**src/rtl/fetch_queue_stage.sv**
```systemverilog
`default_nettype none
// ============================================================================
// fetch_queue_stage: PC generator issuing 1-cycle imem reads into a {pc,instr}
// FIFO that drains to Decode via valid/ready. Revision: 1.0
// ============================================================================
module fetch_queue_stage #(
   parameter int              XLEN     = 32,
   parameter logic [XLEN-1:0] RESET_PC = '0,
   parameter int              QDEPTH   = 4
) (
   input  logic            clk,
   input  logic            rst,
   input  logic            PCSrcE,
   input  logic [XLEN-1:0] PCTargetE,
   output logic            imem_req,
   output logic [XLEN-1:0] imem_addr,
   input  logic [XLEN-1:0] imem_rdata,
   output logic            instr_valid,
   input  logic            instr_ready,
   output logic [XLEN-1:0] InstrF,
   output logic [XLEN-1:0] PCF,
   output logic [XLEN-1:0] PCPlus4F
);

   localparam int            PW       = $clog2(QDEPTH);
   localparam int            CW       = $clog2(QDEPTH + 1);
   localparam logic [CW:0]   QDEPTH_W = (CW + 1)'(QDEPTH);

   logic [XLEN-1:0] fetch_pc;
   logic            inflight;
   logic [XLEN-1:0] inflight_pc;
   logic [XLEN-1:0] pc_mem    [QDEPTH];
   logic [XLEN-1:0] instr_mem [QDEPTH];
   logic [PW-1:0]   rd_ptr;
   logic [PW-1:0]   wr_ptr;
   logic [CW-1:0]   count;

   logic            pop;
   logic            push;
   logic            issue;
   logic [CW:0]     occupancy;

   assign instr_valid = !rst && (count != '0);
   assign pop         = instr_valid && instr_ready;
   assign push        = inflight && !PCSrcE;

   // Counting the in-flight request as occupied means a response always finds room.
   assign occupancy = {1'b0, count} + {{CW{1'b0}}, inflight} - {{CW{1'b0}}, pop};
   assign issue     = !rst && !PCSrcE && (occupancy < QDEPTH_W);

   assign imem_req  = issue;
   assign imem_addr = fetch_pc;

   assign InstrF   = instr_mem[rd_ptr];
   assign PCF      = pc_mem[rd_ptr];
   assign PCPlus4F = PCF + XLEN'(4);

   always_ff @(posedge clk) begin
      if (rst) begin
         fetch_pc    <= RESET_PC;
         inflight    <= 1'b0;
         inflight_pc <= '0;
         rd_ptr      <= '0;
         wr_ptr      <= '0;
         count       <= '0;
      end else if (PCSrcE) begin
         fetch_pc <= PCTargetE & ~XLEN'(3);
         inflight <= 1'b0;
         rd_ptr   <= '0;
         wr_ptr   <= '0;
         count    <= '0;
      end else begin
         if (issue) begin
            inflight    <= 1'b1;
            inflight_pc <= fetch_pc;
            fetch_pc    <= fetch_pc + XLEN'(4);
         end else begin
            inflight <= 1'b0;
         end
         if (push) begin
            wr_ptr <= wr_ptr + PW'(1);
         end
         if (pop) begin
            rd_ptr <= rd_ptr + PW'(1);
         end
         count <= count + CW'(push) - CW'(pop);
      end
   end

   always_ff @(posedge clk) begin
      if (!rst && push) begin
         pc_mem[wr_ptr]    <= inflight_pc;
         instr_mem[wr_ptr] <= imem_rdata;
      end
   end

endmodule
`default_nettype wire

```
**config.mk**
```make
export PLATFORM = sky130hd
export DESIGN_NAME = fetch_queue_stage
export DESIGN_NICKNAME = d
export VERILOG_FILES = /design/src/rtl/fetch_queue_stage.sv
export SDC_FILE = /design/constraint.sdc
export NUM_CORES = 1
export LEC_CHECK = 0
export BUFFER_PORTS_ARGS = -buffer_cell sky130_fd_sc_hd__buf_4
export CORE_ASPECT_RATIO = 0.7
export CORE_MARGIN = 3
export CORE_UTILIZATION = 46
export DETAILED_ROUTE_END_ITERATION = 10
export PLACE_DENSITY = 0.69
export SETUP_SLACK_MARGIN = 0.2
export SLEW_MARGIN = 20
export SYNTH_ARGS = -nofsm -noshare
export SYNTH_HDL_FRONTEND = slang
export SYNTH_SLANG_ARGS = --single-unit
```
**constraint.sdc**
```tcl
create_clock -name clk -period 3.5 [get_ports clk]
set_input_delay 0.175 -clock clk [delete_from_list [all_inputs] [get_ports clk]]
set_output_delay 0.175 -clock clk [all_outputs]
set_load 0.01 [all_outputs]
```
* Word-level counts from Yosys, hierarchy flattened *
Memories as Yosys holds them, arrays and structs flattened. A register that Yosys moved wholly into a read port is not among the register bits.
Cells that the tools add are included.

storage, ports and cells
  register bits = 72
  RAM bits = 256
  bits of input ports = 68
  output and inout port bits = 130
  memories = 2

cells by class
  add/subtract/negate cells = 8
  order comparisons = 1
  muxes and demuxes = 9
  bitwise gates (word level) = 1
  reduce and logical (&&, ||, !) cells = 12

memories
  name       words  bits a word  read ports  clocked after memory_dff  write ports  line  source
  instr_mem  4      32           1           1                         1            33    logic [XLEN-1:0] instr_mem [QDEPTH];
  pc_mem     4      32           1           1                         1            32    logic [XLEN-1:0] pc_mem [QDEPTH];

operator list
  kind                                                                   number
  32-bit by 3-bit adder with 32-bit output (second input constant)       2
  32-bit 2-to-1 mux                                                      2
  2-bit 2-to-1 mux                                                       4
  1-bit logical AND                                                      6
  2-bit by 1-bit adder with 2-bit output (second input constant)         2
  3-bit by 1-bit adder with 4-bit output                                 1
  4-bit by 3-bit < comparator with 1-bit output (second input constant)  1
  4-bit by 1-bit subtractor with 4-bit output                            1
  3-bit by 1-bit adder with 3-bit output                                 1
  1-bit 2-to-1 mux                                                       3
  3-bit nonzero test                                                     1
  3-bit by 1-bit subtractor with 3-bit output                            1
  1-bit logical NOT                                                      2
  2-bit AND reduction                                                    1
  2-bit nonzero test                                                     1
  2-bit OR reduction                                                     1
  1-bit inverter                                                         1

* Depth between registers and ports, before layout *
  word-level depth = 8
  mapped depth = 13
  gate-level depth less buffers = 12

* Worst setup path before layout *
No wires, ideal clock.

  kind = register to register
  from = register count[2]
  to = register fetch_pc[28], in the netlist imem_addr[28]
  arrival = 3.077 ns
  required time = 3.409 ns
  slack = 0.332 ns
  cell stages (with the launch flop) = 13
  path buffers = 0
  clock period less this slack = 3.168 ns
  cells stage by stage = dfxtp_1 -> inv_1 -> a31oi_1 -> and2_1 -> ha_1 -> inv_1 -> ha_1 -> and3b_1 -> or4b_4 -> a21oi_4 -> o2111ai_1 -> or3b_1 -> a311oi_1

on the way
  cells in the longest elaborated chain, start to end = 7
  elaborated cells on any way between the ends = 8

ends and longest elaborated chain
  element                                        line  source
  from (decl)                                    36    logic [CW-1:0] count;
  from (signal assigned)                         86    count <= count + CW'(push) - CW'(pop);
  3-bit nonzero test                             43    assign instr_valid = !rst && (count != '0);
  1-bit logical AND                              43
  named net instr_valid                          18    output logic instr_valid,
  1-bit logical AND                              44    assign pop = instr_valid && instr_ready;
  named net pop                                  38    logic pop;
  4-bit by 1-bit subtractor with 4-bit output    48    assign occupancy = {1'b0, count} + {{CW{1'b0}}, inflight} - {{CW{1'b0}}, pop};
  4-bit by 3-bit < comparator with 1-bit output  49    assign issue = !rst && !PCSrcE && (occupancy < QDEPTH_W);
  1-bit logical AND                              49
  2-bit nonzero test (no line)                   --
  to (signal assigned)                           67    fetch_pc <= PCTargetE & ~XLEN'(3);
  to (signal assigned)                           76    fetch_pc <= fetch_pc + XLEN'(4);
  to (decl)                                      29    logic [XLEN-1:0] fetch_pc;

The timed path passes the listed nets, and every way through them passes these cells.
A chain may end at the register's enable or synchronous reset.

* Final worst setup path *
  from = register count[0]
  to = output port imem_req

on the way
  cells in the longest elaborated chain, start to end = 6
  elaborated cells on any way between the ends = 7

ends and longest elaborated chain
  element                                        line  source
  3-bit nonzero test                             43
  1-bit logical AND                              43
  1-bit logical AND                              44
  named net pop                                  38
  4-bit by 1-bit subtractor with 4-bit output    48
  4-bit by 3-bit < comparator with 1-bit output  49
  1-bit logical AND                              49
  to (decl)                                      15    output logic imem_req,

The timed path passes the listed nets, and every way through them passes these cells.

==> impl_metrics.env <==
export IMPL_status="complete, no violations"
export IMPL_r2r_start="count[0]$_SDFF_PP0_"
export IMPL_synth_flop_cell="edfxtp_1"
export IMPL_min_path_type="in2reg"
export IMPL_critical_path_class="reg2out"
export IMPL_worstPathMaxFanout=3
export IMPL_grt_pass1_vias=7906
export IMPL_num_vias=7766
export IMPL_cp_data_required_time_ns=3.32
export IMPL_async_flop_share_pct=0
export IMPL_wirelength_mm=29.92
export IMPL_drive_gt1_share_pct=32.77
export IMPL_syn_cell_area_sq_um=12830
export IMPL_gr_usage_met1_pct=30.48
export IMPL_grt_pass1_wl_mm=46.31
export IMPL_power_density_nw_per_um2=475.3
export IMPL_tightest_slew_ns=0.6777
export IMPL_pin_count=198
export IMPL_seqCellArea_sq_um=8860
export IMPL_yosysWarnings=0
export IMPL_dpl_cell_count=1311
export IMPL_die_area_sq_um=29970
export IMPL_cp_slowest_cell="or4b_4"
export IMPL_dpl_worst_slack_ns=0.2494
export IMPL_vdd_drop_max_mv=0.3592
export IMPL_crit_buf_inv=5
export IMPL_hpwl_mm=18.84
export IMPL_setup_violations=0
export IMPL_synth_edff_count=248
export IMPL_die_width_um=205.7
export IMPL_grt_antenna_before_repair=0
export IMPL_firstDrtPassIters=5
export IMPL_ff2ff_path_depth=14
export IMPL_fin_crit_sh_pct=89.92
export IMPL_nets=1133
export IMPL_globalRouteOverflowTotal=0
export IMPL_hold_path_depth=5
export IMPL_cpLargestDelayFamily="simple AND/OR/NAND/NOR gates"
export IMPL_instances_no_fill=1438
export IMPL_yosys_top_cells_count="248 x edfxtp_1, 70 x dfxtp_1, 70 x nor2_1"
export IMPL_fmax_ghz=0.3178
export IMPL_crit_top_cell="inv_1"
export IMPL_gp_congestion=0.8320
export IMPL_clock_sinks=318
export IMPL_r2r_setup_slack_ns=0.37
export IMPL_cp_arrival_ns=2.97
export IMPL_clk_latency_ns=0.54
export IMPL_die_height_um=145.8
export IMPL_yosysMostFrequentCell="edfxtp_1"
export IMPL_min_period_ns=3.147
export IMPL_endpoint_kind="primary output"
export IMPL_cts_buffer_depth=3
export IMPL_leakage_nw=6.017
export IMPL_drc_errors=0
export IMPL_cts_buffers=29
export IMPL_ant_nets=0
export IMPL_core_area_sq_um=27090
export IMPL_use_met2_pct=30.35
export IMPL_r2r_end="imem_addr[12]$_SDFFE_PP0P_"
export IMPL_n_fill_cell=2010
export IMPL_whs_endpoint="rd_ptr[0]$_SDFFE_PP0P_"
export IMPL_maxCapViolCount=0
export IMPL_synth_area_per_cell_sq_um=16.50
export IMPL_report_final_slew_viol_count=0
export IMPL_first_iter_violations=500
export IMPL_grt_util_met3_pct=3.108
export IMPL_rsz0062_at_grt="false"
export IMPL_synth_top_area_share_pct=58.02
export IMPL_slew_headroom_pct=54.82
export IMPL_n_antenna_cell=0
export IMPL_synth_area_leaders="edfxtp_1 58%, dfxtp_1 11%, mux4_2 11%"
export IMPL_final_util_pct=61.29
export IMPL_vias_per_cell=5.401
export IMPL_htree_levels=1
export IMPL_top_usage_layer="met1"
export IMPL_startpoint_type="flip-flop"
export IMPL_ys_ff_latch=318
export IMPL_synth_area_leader_cell="edfxtp_1"
export IMPL_multi_input_area_sq_um=3819
export IMPL_port_buffers=189
export IMPL_synth_cell_types=44
export IMPL_setup_tns_ns=0
export IMPL_clk_pin_slew_ns=0.06
export IMPL_start_util_pct=47.38
export IMPL_area_delta_synth_final_pct=29.35
export IMPL_clockRootBuffer="clkbuf_16"
export IMPL_synth_seq_area_share_pct=68.94
export IMPL_crit_chain="inv_1, a31oi_2, and2_4, ha_1, inv_1, ha_1, and3b_1, or4b_4, a21oi_4, buf_6, o21ai_4, inv_1, buf_4"
export IMPL_num_rows=50
export IMPL_grt_max_degree=63
export IMPL_skew_ns=0.008360
export IMPL_hold_violations=0
export IMPL_grt_usage_pct=19.84
export IMPL_critPathMaxStageDelay_ns=0.49
export IMPL_setup_slack_ns=0.3529
export IMPL_synth_cells=778
export IMPL_min_from="instr_ready"
export IMPL_routedWlPerCell_um=20.80
export IMPL_cts_tree="built"
[metal layers]
| metal | vias up | routed length (um) |
|---|---|---|
| met2 | 213 | 13700 |
| met5 | - | 0 |
| met4 | 0 | 496 |
| met3 | 36 | 1622 |
| li1 | 3575 | - |
| met1 | 3942 | 14090 |
[through the flow]
stage / power (mW) / hold slack [ns] / instance area (sq um)
final: 7.891 / 0.1666 / 16600
after CTS: 7.958 / 0.1665 / 16490
after floorplan: 4.410 / 0.2739 / 12850
after global routing: 8.165 / 0.1949 / 16600
after detailed placement: 4.621 / 0.3784 / 14760
after global placement: 4.612 / 0.3780 / 14760
[worst register-to-register path: stages, from the launching register on]
cell	delay [ns]
dfxtp_2	0.33
inv_1	0.06
a31oi_2	0.21
and2_4	0.17
ha_1	0.13
inv_1	0.04
ha_1	0.25
and3b_1	0.19
or4b_4	0.49
a21oi_4	0.18
buf_6	0.13
buf_4	0.14
o211ai_1	0.13
or3_1	0.35
a311oi_1	0.24
[flip-flops by register name (all words and copies together) (netlist names), named ones only]
name,cells
inflight_pc,30
wr_ptr,2
rd_ptr,2
count,3
inflight,1
instr_mem,128
imem_addr,30
pc_mem,120
[worst max-delay path by stage]
stage | slack, ns | from | depth (start not counted) | end
finish | 0.35 | count[0]$_SDFF_PP0_ | 13 | imem_req
global route | 0.20 | count[0]$_SDFF_PP0_ | 13 | imem_req
CTS | 0.18 | count[2]$_SDFF_PP0_ | 13 | imem_req
detailed placement | 0.25 | count[2]$_SDFF_PP0_ | 13 | imem_addr[12]$_SDFFE_PP0P_
global placement | 0.32 | count[2]$_SDFF_PP0_ | 13 | imem_addr[12]$_SDFFE_PP0P_
floorplan | 0.33 | count[2]$_SDFF_PP0_ | 12 | imem_addr[28]$_SDFFE_PP0P_
[cell type report]
cell class | instances | share of cell area, %
clock inverter | 21 | 1.545
multi-input combinational | 407 | 23.00
tap | 364 | 2.743
clock buffer | 31 | 4.416
inverter | 14 | 0.3165
sequential | 318 | 53.36
timing repair buffer | 283 | 14.61
[power by group]
group          leakage (nW)  total (mW)  switching, mW  internal (mW)
Sequential             2.90        4.19         0.0798           4.11
Clock                 0.472        3.28           1.33           1.95
Combinational          2.65       0.423          0.195          0.228
Total                  6.02        7.89           1.60           6.29
[kinds of logic (layout without fill, tap and decap cells)]
kind of cell             after synthesis  count (layout)  synth area share, %
flip-flops                           318             318                68.94
AND/OR/NAND/NOR                      177             177                6.873
multiplexers                          93              93                13.30
AO/OA/AOI/OAI                         67              67                3.938
buffers and inverters                 58             349                2.145
XOR/XNOR                              52              52                3.548
adder cells (fa/ha/maj)               12              12                1.228
other                                  1               6              0.02922
[timing repair]
action,CTS,global route
buffers inserted,5,4
endpoints found under the hold margin,158,0
pin swaps,2,4
cloned,1,0
endpoints found under the setup margin,11,42
hold buffers,65,0
resized for setup,8,18
[cells in the final DEF (no fill, tap or decap), types with 14 or more instances in the layout]
cell	n
a211oi_1	19
buf_4	206
clkbuf_16	29
dfxtp_1	65
dlygate4sd3_1	65
edfxtp_1	248
mux2i_1	31
mux4_2	62
nand2_1	26
nand3_1	19
nor2_1	70
o21ai_0	14
xnor2_1	26
xor2_1	26
(Power assumes the default switching activity.)
